### config.mk
export PLATFORM = sky130hd
export DESIGN_NAME = pwm_output_stage
export DESIGN_NICKNAME = d
export VERILOG_FILES = /design/src/rtl/pwm_output_stage.sv
export SDC_FILE = /design/constraint.sdc
export NUM_CORES = 1
export LEC_CHECK = 0
export CAP_MARGIN = 40
export CORE_ASPECT_RATIO = 0.75
export CORE_MARGIN = 4
export CORE_UTILIZATION = 40
export DETAILED_ROUTE_END_ITERATION = 10
export GPL_TIMING_DRIVEN = 0
export PLACE_DENSITY_LB_ADDON = 0.25
export SLEW_MARGIN = 10
export SYNTH_ARGS = -nofsm -noshare
export SYNTH_HDL_FRONTEND = slang
export SYNTH_SLANG_ARGS = --single-unit
### constraint.sdc
create_clock -name clk -period 4.8 [get_ports clk]
set_input_delay 0.72 -clock clk [delete_from_list [all_inputs] [get_ports clk]]
set_output_delay 0.72 -clock clk [all_outputs]
set_load 0.01 [all_outputs]
### src/rtl/pwm_output_stage.sv
`default_nettype none
// ============================================================================
// Module      : pwm_output_stage
// Description : Turns the SPI control registers (output enables, PWM mode
//               selects, duty cycle) into 16 registered output pins. Each pin
//               is low, static high, or driven by a shared 8-bit PWM
//               waveform generated from a clock prescaler and period counter.
// Option      : PWM_DUTY_SHADOW_EN - when defined, the duty cycle is captured
//               into a shadow register at each period boundary so that duty
//               changes never cut a PWM period short.
// Revision    : 1.0 - initial release
// ============================================================================
module pwm_output_stage #(
    parameter int CLK_DIV = 3000,
    parameter int DIV_W   = 16
) (
    input  logic        clk,
    input  logic        rst,
    input  logic [7:0]  en_reg_out_7_0,
    input  logic [7:0]  en_reg_out_15_8,
    input  logic [7:0]  en_reg_pwm_7_0,
    input  logic [7:0]  en_reg_pwm_15_8,
    input  logic [7:0]  pwm_duty_cycle,
    output logic [15:0] out,
    output logic        period_start
);

    localparam logic [DIV_W-1:0] DIV_LAST = DIV_W'(CLK_DIV - 1);
    localparam logic [7:0]       CNT_LAST = 8'hFF;

    logic [DIV_W-1:0] prescaler_q, prescaler_d;
    logic [7:0]       pwm_cnt_q, pwm_cnt_d;
    logic [15:0]      out_q, out_d;
    logic             period_start_q, period_start_d;

    logic             tick;
    logic             wrap;
    logic [7:0]       duty_act;
    logic             pwm_sig;
    logic [15:0]      en_out;
    logic [15:0]      en_pwm;

    // Prescaler, period counter and period-boundary detection.
    always_comb begin
        tick           = (prescaler_q == DIV_LAST);
        prescaler_d    = tick ? '0 : prescaler_q + 1'b1;
        pwm_cnt_d      = pwm_cnt_q + {7'd0, tick};
        wrap           = tick && (pwm_cnt_q == CNT_LAST);
        period_start_d = wrap;
    end

`ifdef PWM_DUTY_SHADOW_EN
    logic [7:0] duty_act_q, duty_act_d;

    // Shadow duty: reload only when the counter wraps into a new period.
    always_comb begin
        duty_act_d = wrap ? pwm_duty_cycle : duty_act_q;
    end

    // Shadow duty register.
    always_ff @(posedge clk or posedge rst) begin
        if (rst) begin
            duty_act_q <= 8'h00;
        end else begin
            duty_act_q <= duty_act_d;
        end
    end

    // The compare uses the value being loaded so the new period's first
    // output cycle already reflects the new duty.
    assign duty_act = duty_act_d;
`else
    assign duty_act = pwm_duty_cycle;
`endif

    // PWM compare and per-bit output select. The compare looks at the count
    // the counter is moving to, so a registered output bit lines up with the
    // pwm_cnt value held in the same cycle, and a register change coincident
    // with a tick sees the updated count.
    always_comb begin
        en_out = {en_reg_out_15_8, en_reg_out_7_0};
        en_pwm = {en_reg_pwm_15_8, en_reg_pwm_7_0};
        if (duty_act == 8'hFF) begin
            pwm_sig = 1'b1;
        end else if (duty_act == 8'h00) begin
            pwm_sig = 1'b0;
        end else begin
            pwm_sig = (pwm_cnt_d < duty_act);
        end
        out_d = en_out & (~en_pwm | {16{pwm_sig}});
    end

    // State and output registers.
    always_ff @(posedge clk or posedge rst) begin
        if (rst) begin
            prescaler_q    <= '0;
            pwm_cnt_q      <= 8'h00;
            out_q          <= 16'h0000;
            period_start_q <= 1'b0;
        end else begin
            prescaler_q    <= prescaler_d;
            pwm_cnt_q      <= pwm_cnt_d;
            out_q          <= out_d;
            period_start_q <= period_start_d;
        end
    end

    assign out          = out_q;
    assign period_start = period_start_q;

endmodule
`default_nettype wire
**Word-level counts from Yosys, hierarchy flattened**

Index checks and enable logic that the tools add are counted.

- Add/sub/neg operators: 2
- Multiply operators: 0
- Div/mod/pow operators: 0
- $lt $le $gt $ge: 1
- Equal/unequal tests: 3
- Shifts and indexed selects: 0
- Muxes and demuxes: 3
- Bitwise logic cells: 3
- Reduce and logical (&&, ||, !) cells: 2

Operators by type and width:

| operator | number |
|---|---|
| $add 16x1->16 const B | 1 |
| $and 16x16->16 | 1 |
| $eq 16x12->1 const B | 1 |
| $eq 8x8->1 const B | 2 |
| $mux 16 | 1 |
| $not 16->16 | 1 |
| $or 16x16->16 | 1 |
| $add 8x1->8 | 1 |
| $logic_not 8->1 | 1 |
| $lt 8x8->1 | 1 |
| $mux 1 | 2 |
| $logic_and 1x1->1 | 1 |

- Register bits: 41
- Bits in latches: 0
- Bits in writable memories: 0
- Memory bits (read-only): 0
- Input bits: 42
- Output and inout port bits: 17
- Memories: 0

**Depth between registers and ports, before layout**

- Depth in word-level cells: 7
- Gate-level depth with buffers: 14

**Least setup slack after synthesis**

OpenSTA, ideal clock, no wires.

- Path kind: reg-to-reg
- Start: reg prescaler_q[0]
- End: reg out_q[10] (netlist: out[10])
- Arrival: 2825 ps
- Slack: 1846 ps
- Stages on the path, launching flop included: 15
- Path buffers: 2
- Clock period less this slack: 2954 ps
- Path through: dfrtp_1 > ha_1 > and4_1 > and4_1 > buf_2 > ha_1 > ha_1 > nand3_1 > xnor2_1 > ha_1 > and4_1 > o21ai_0 > o211ai_2 > buf_2 > a31oi_1

- Word-level cells in the longest chain between the ends: 7

RTL lines:

| item | line | text |
|---|---|---|
| start, declared | 31 | `logic [DIV_W-1:0] prescaler_q, prescaler_d;` |
| start signal, assigned | 101 | `prescaler_q <= prescaler_d;` |
| $eq 16x12->1 | 45 | `tick = (prescaler_q == DIV_LAST);` |
| $add 8x1->8 | 47 | `pwm_cnt_d = pwm_cnt_q + {7'd0, tick};` |
| net pwm_cnt_d[6] | 32 | `logic [7:0] pwm_cnt_q, pwm_cnt_d;` |
| $lt 8x8->1 | 88 | `pwm_sig = (pwm_cnt_d < duty_act);` |
| $mux 1 | 85 | `end else if (duty_act == 8'h00) begin` |
| $mux 1 | 83 | `if (duty_act == 8'hFF) begin` |
| $or 16x16->16 | 90 | `out_d = en_out & (~en_pwm \| {16{pwm_sig}});` |
| $and 16x16->16 | 90 |  |
| net out_d[10] | 33 | `logic [15:0] out_q, out_d;` |
| end signal, assigned | 103 | `out_q <= out_d;` |
| end, declared | 33 |  |

The timed path passes the listed nets, and every way through them passes these cells.

**Final worst setup path**

- Start: reg prescaler_q[0]
- End: reg out_q[14] (netlist: out[14])

Same word-level chain as after synthesis.

==> metrics.yaml <==
status:
  status: "finished, final reports clean"
placed_design:
  gpl.final_weighted_congestion: 0.783
  port_buffers: 58
  placedInstanceArea_um2: 2560
  pre_cts_ws_ps: 1310
  dp_hpwl_um: 3080
worst_setup_path:
  worst_setup_path_start_kind: "flip-flop"
  criticalPathCategory: "flip-flop to flip-flop"
  slowest_stage: "dfrtp_1"
  crit_family: "adder cells"
  worstPathCellList: "ha_1 > and4_1 > and4_1 > buf_2 > ha_1 > ha_1 > nand3_1 > xnor2_1 > ha_1 > and4_1 > o21ai_0 > o211ai_2 > buf_2 > a31oi_1"
  critPathMaxStageDelay_ps: 380
  cpMostUsedCell: "ha_1"
  critPathCaptureType: "flip-flop"
  path_buf_inv: 2
  worstPathRequired_ps: 4950
  worstPathArrival_ps: 3600
  critPathMaxFanout: 10
cells_and_area:
  syn2layout_area_growth_pct: 41.6
  num-nets-final: 293
  fin_area_um2: 2680
  drive_gt1_frac: 0.0661
  ff_latch_area_um2: 1030
  fillers: 396
  diodes: 0
  multi_input_area_um2: 737
  postLayoutCoreUtil: 0.593
yosys:
  synth_common_cells: "dfrtp_1 (41), inv_1 (24), a31oi_1 (16)"
  synth_warnings: 0
  ys_seq_area_frac: 0.542
  synth_top_flop_cell: "dfrtp_1"
  netlist.area_leader.share: 0.542
  avgSynthCellArea_um2: 10.8
  synth_area_leader_cell: "dfrtp_1"
  synth_area_leaders: "dfrtp_1 (54%), ha_1 (6.6%), a31oi_1 (5.3%)"
  synth_area_um2: 1890
  synth_edf_count: 0
  synthArstFlopShare: 1.00
  ys_ff_latch: 41
  synth_most_common_cell: "dfrtp_1"
  syn_inst: 175
  synth_nets: 227
  ys_types: 30
clock_network:
  post-cts-setup-buffers: 0
  cts_resized: 0
  cts_buffer_depth: 2
  cts_made_buffers: 5
  clk_latency_ps: 280
  cts_tree: "yes"
  htree_levels: 2
  clockRootBuffer: "clkbuf_8"
  postCtsHoldBufs: 0
  numClockSinks: 41
  cts.clk_slew.worst_paths_ps: 70
detailed_routing:
  routed_wl_um: 3910
  antenna_left: 0
  vias: 1422
  drtPass1Iterations: 4
  drc_errors: 0
  drt_iter0_markers: 57
  via_per_inst: 4.76
  routedWlPerCell_um: 13.1
pwr:
  pwr-share-clk: 0.393
  p_comb_frac: 0.107
  internal_power_uw: 570
  power_switching_uw: 137
  leakage_nw: 1.27
  vdd_ir_drop_max_mv: 0.143
  sequentialPowerShare: 0.500
  p_sw_frac: 0.194
  p_per_area_nw_per_um2: 264
run:
  cap_violations: 0
global_route:
  track_usage: 0.145
  overflow: 0
  grt_max_degree: 35
  grt_antenna_before_repair: 0
  grt_pass1_vias: 1419
  grt_pass1_wl_um: 6490
floorplan:
  core-area_um2: 4520
  dieArea_um2: 5910
  boundaryPins: 59
  initial_core_util: 0.419
  rows: 21
  die_h_um: 67.6
  die_w_um: 87.4
timing:
  finalSetupViolCount: 0
  finalWorstPathRequiredPeriod_ps: 3450
  hold_violations: 0
  skew_ps: 3.06
  relSlewSlack: 0.756
  fin_ws_ps: 1350
  rsz0062_at_grt: "false"
  fin_hold_ws_ps: 473
  worst_pin_slew_ps: 365
  slew_viol_final: 0
  max_freq_ghz: 0.290
  fin_crit_sh: 0.719
  fin_tns_setup_ps: 0
worst_hold_path:
  hp-class: "flip-flop to flip-flop"
## placed cells by master (no fill, tap or decap), types with 2 or more instances in the layout
cell	count
and3_1	4
nand3_1	5
buf_2	2
a31oi_1	16
nor2_1	12
mux2i_1	2
nand4_1	5
inv_2	2
nor3_1	2
xor2_1	10
nand2_1	10
and4_1	5
clkdlybuf4s50_1	58
clkbuf_8	6
nand2b_1	2
xnor2_1	8
nor4_1	3
inv_1	23
ha_1	10
o21ai_0	2
dfrtp_1	41
## worst reg2reg max path, cell delays in order (launching register included)
cell	delay, ps
dfrtp_1	380
ha_1	210
and4_1	240
and4_1	210
buf_2	220
ha_1	210
ha_1	220
nand3_1	110
xnor2_1	160
ha_1	300
and4_1	200
o21ai_0	100
o211ai_2	330
buf_2	290
a31oi_1	140
## logic make-up after synthesis
group	Yosys count	synth area share
buf+inv	29	0.0687
flops	41	0.542
mux	2	0.0106
xor+xnor	18	0.0833
fa+ha+maj	10	0.0661
compound gates	23	0.0800
simple gates	52	0.149
## power groups by stage
stage | clock, mW | combinational, mW | sequential, mW
final | 0.278 | 0.0754 | 0.354
after global routing | 0.303 | 0.0818 | 0.355
after CTS | 0.289 | 0.0768 | 0.354
after detailed placement | 0 | 0.0764 | 0.361
after global placement | 0 | 0.0733 | 0.360
after floorplan | 0 | 0.0160 | 0.365
## final cells by class
class | instances | share of cell area
plain buffers | 4 | 0.0135
flip-flops and latches | 41 | 0.383
clock inverters | 1 | 0.0112
inverters | 25 | 0.0350
well taps | 57 | 0.0266
repair buffers | 59 | 0.224
clock buffers | 7 | 0.0322
multi-input cells | 105 | 0.275
## final timing paths
check | start | end | slack, ps | depth (start not counted)
setup / recovery | prescaler_q[0] | out[14] | 1350 | 14
hold / removal | prescaler_q[15] | prescaler_q[15] | 470 | 1
setup reg to reg | prescaler_q[0] | out[14] | 1350 | 14
hold reg to reg | prescaler_q[15] | prescaler_q[15] | 470 | 1
max in group asynchronous | rst | prescaler_q[0] | 3690 | 3
min in group asynchronous | rst | prescaler_q[14] | 690 | 2
## metrics by stage
stage,std cells,power (mW)
finish,299,0.707
global route,299,0.740
CTS,299,0.720
detailed placement,291,0.437
global placement,290,0.434
floorplan,175,0.381
## layer usage
layer	part of all wire	global-route usage	vias to the layer above
li1	-	-	732
met4	0.0046	0.0402	0
met5	0	0	-
met1	0.45	0.181	637
met2	0.41	0.211	51
met3	0.13	0.0902	2
## state kept, by name (all words and copies together) (netlist names)
name	cells
out	16
period_start	1
prescaler_q	16
pwm_cnt_q	8
Power figures use the tool's default switching activity.
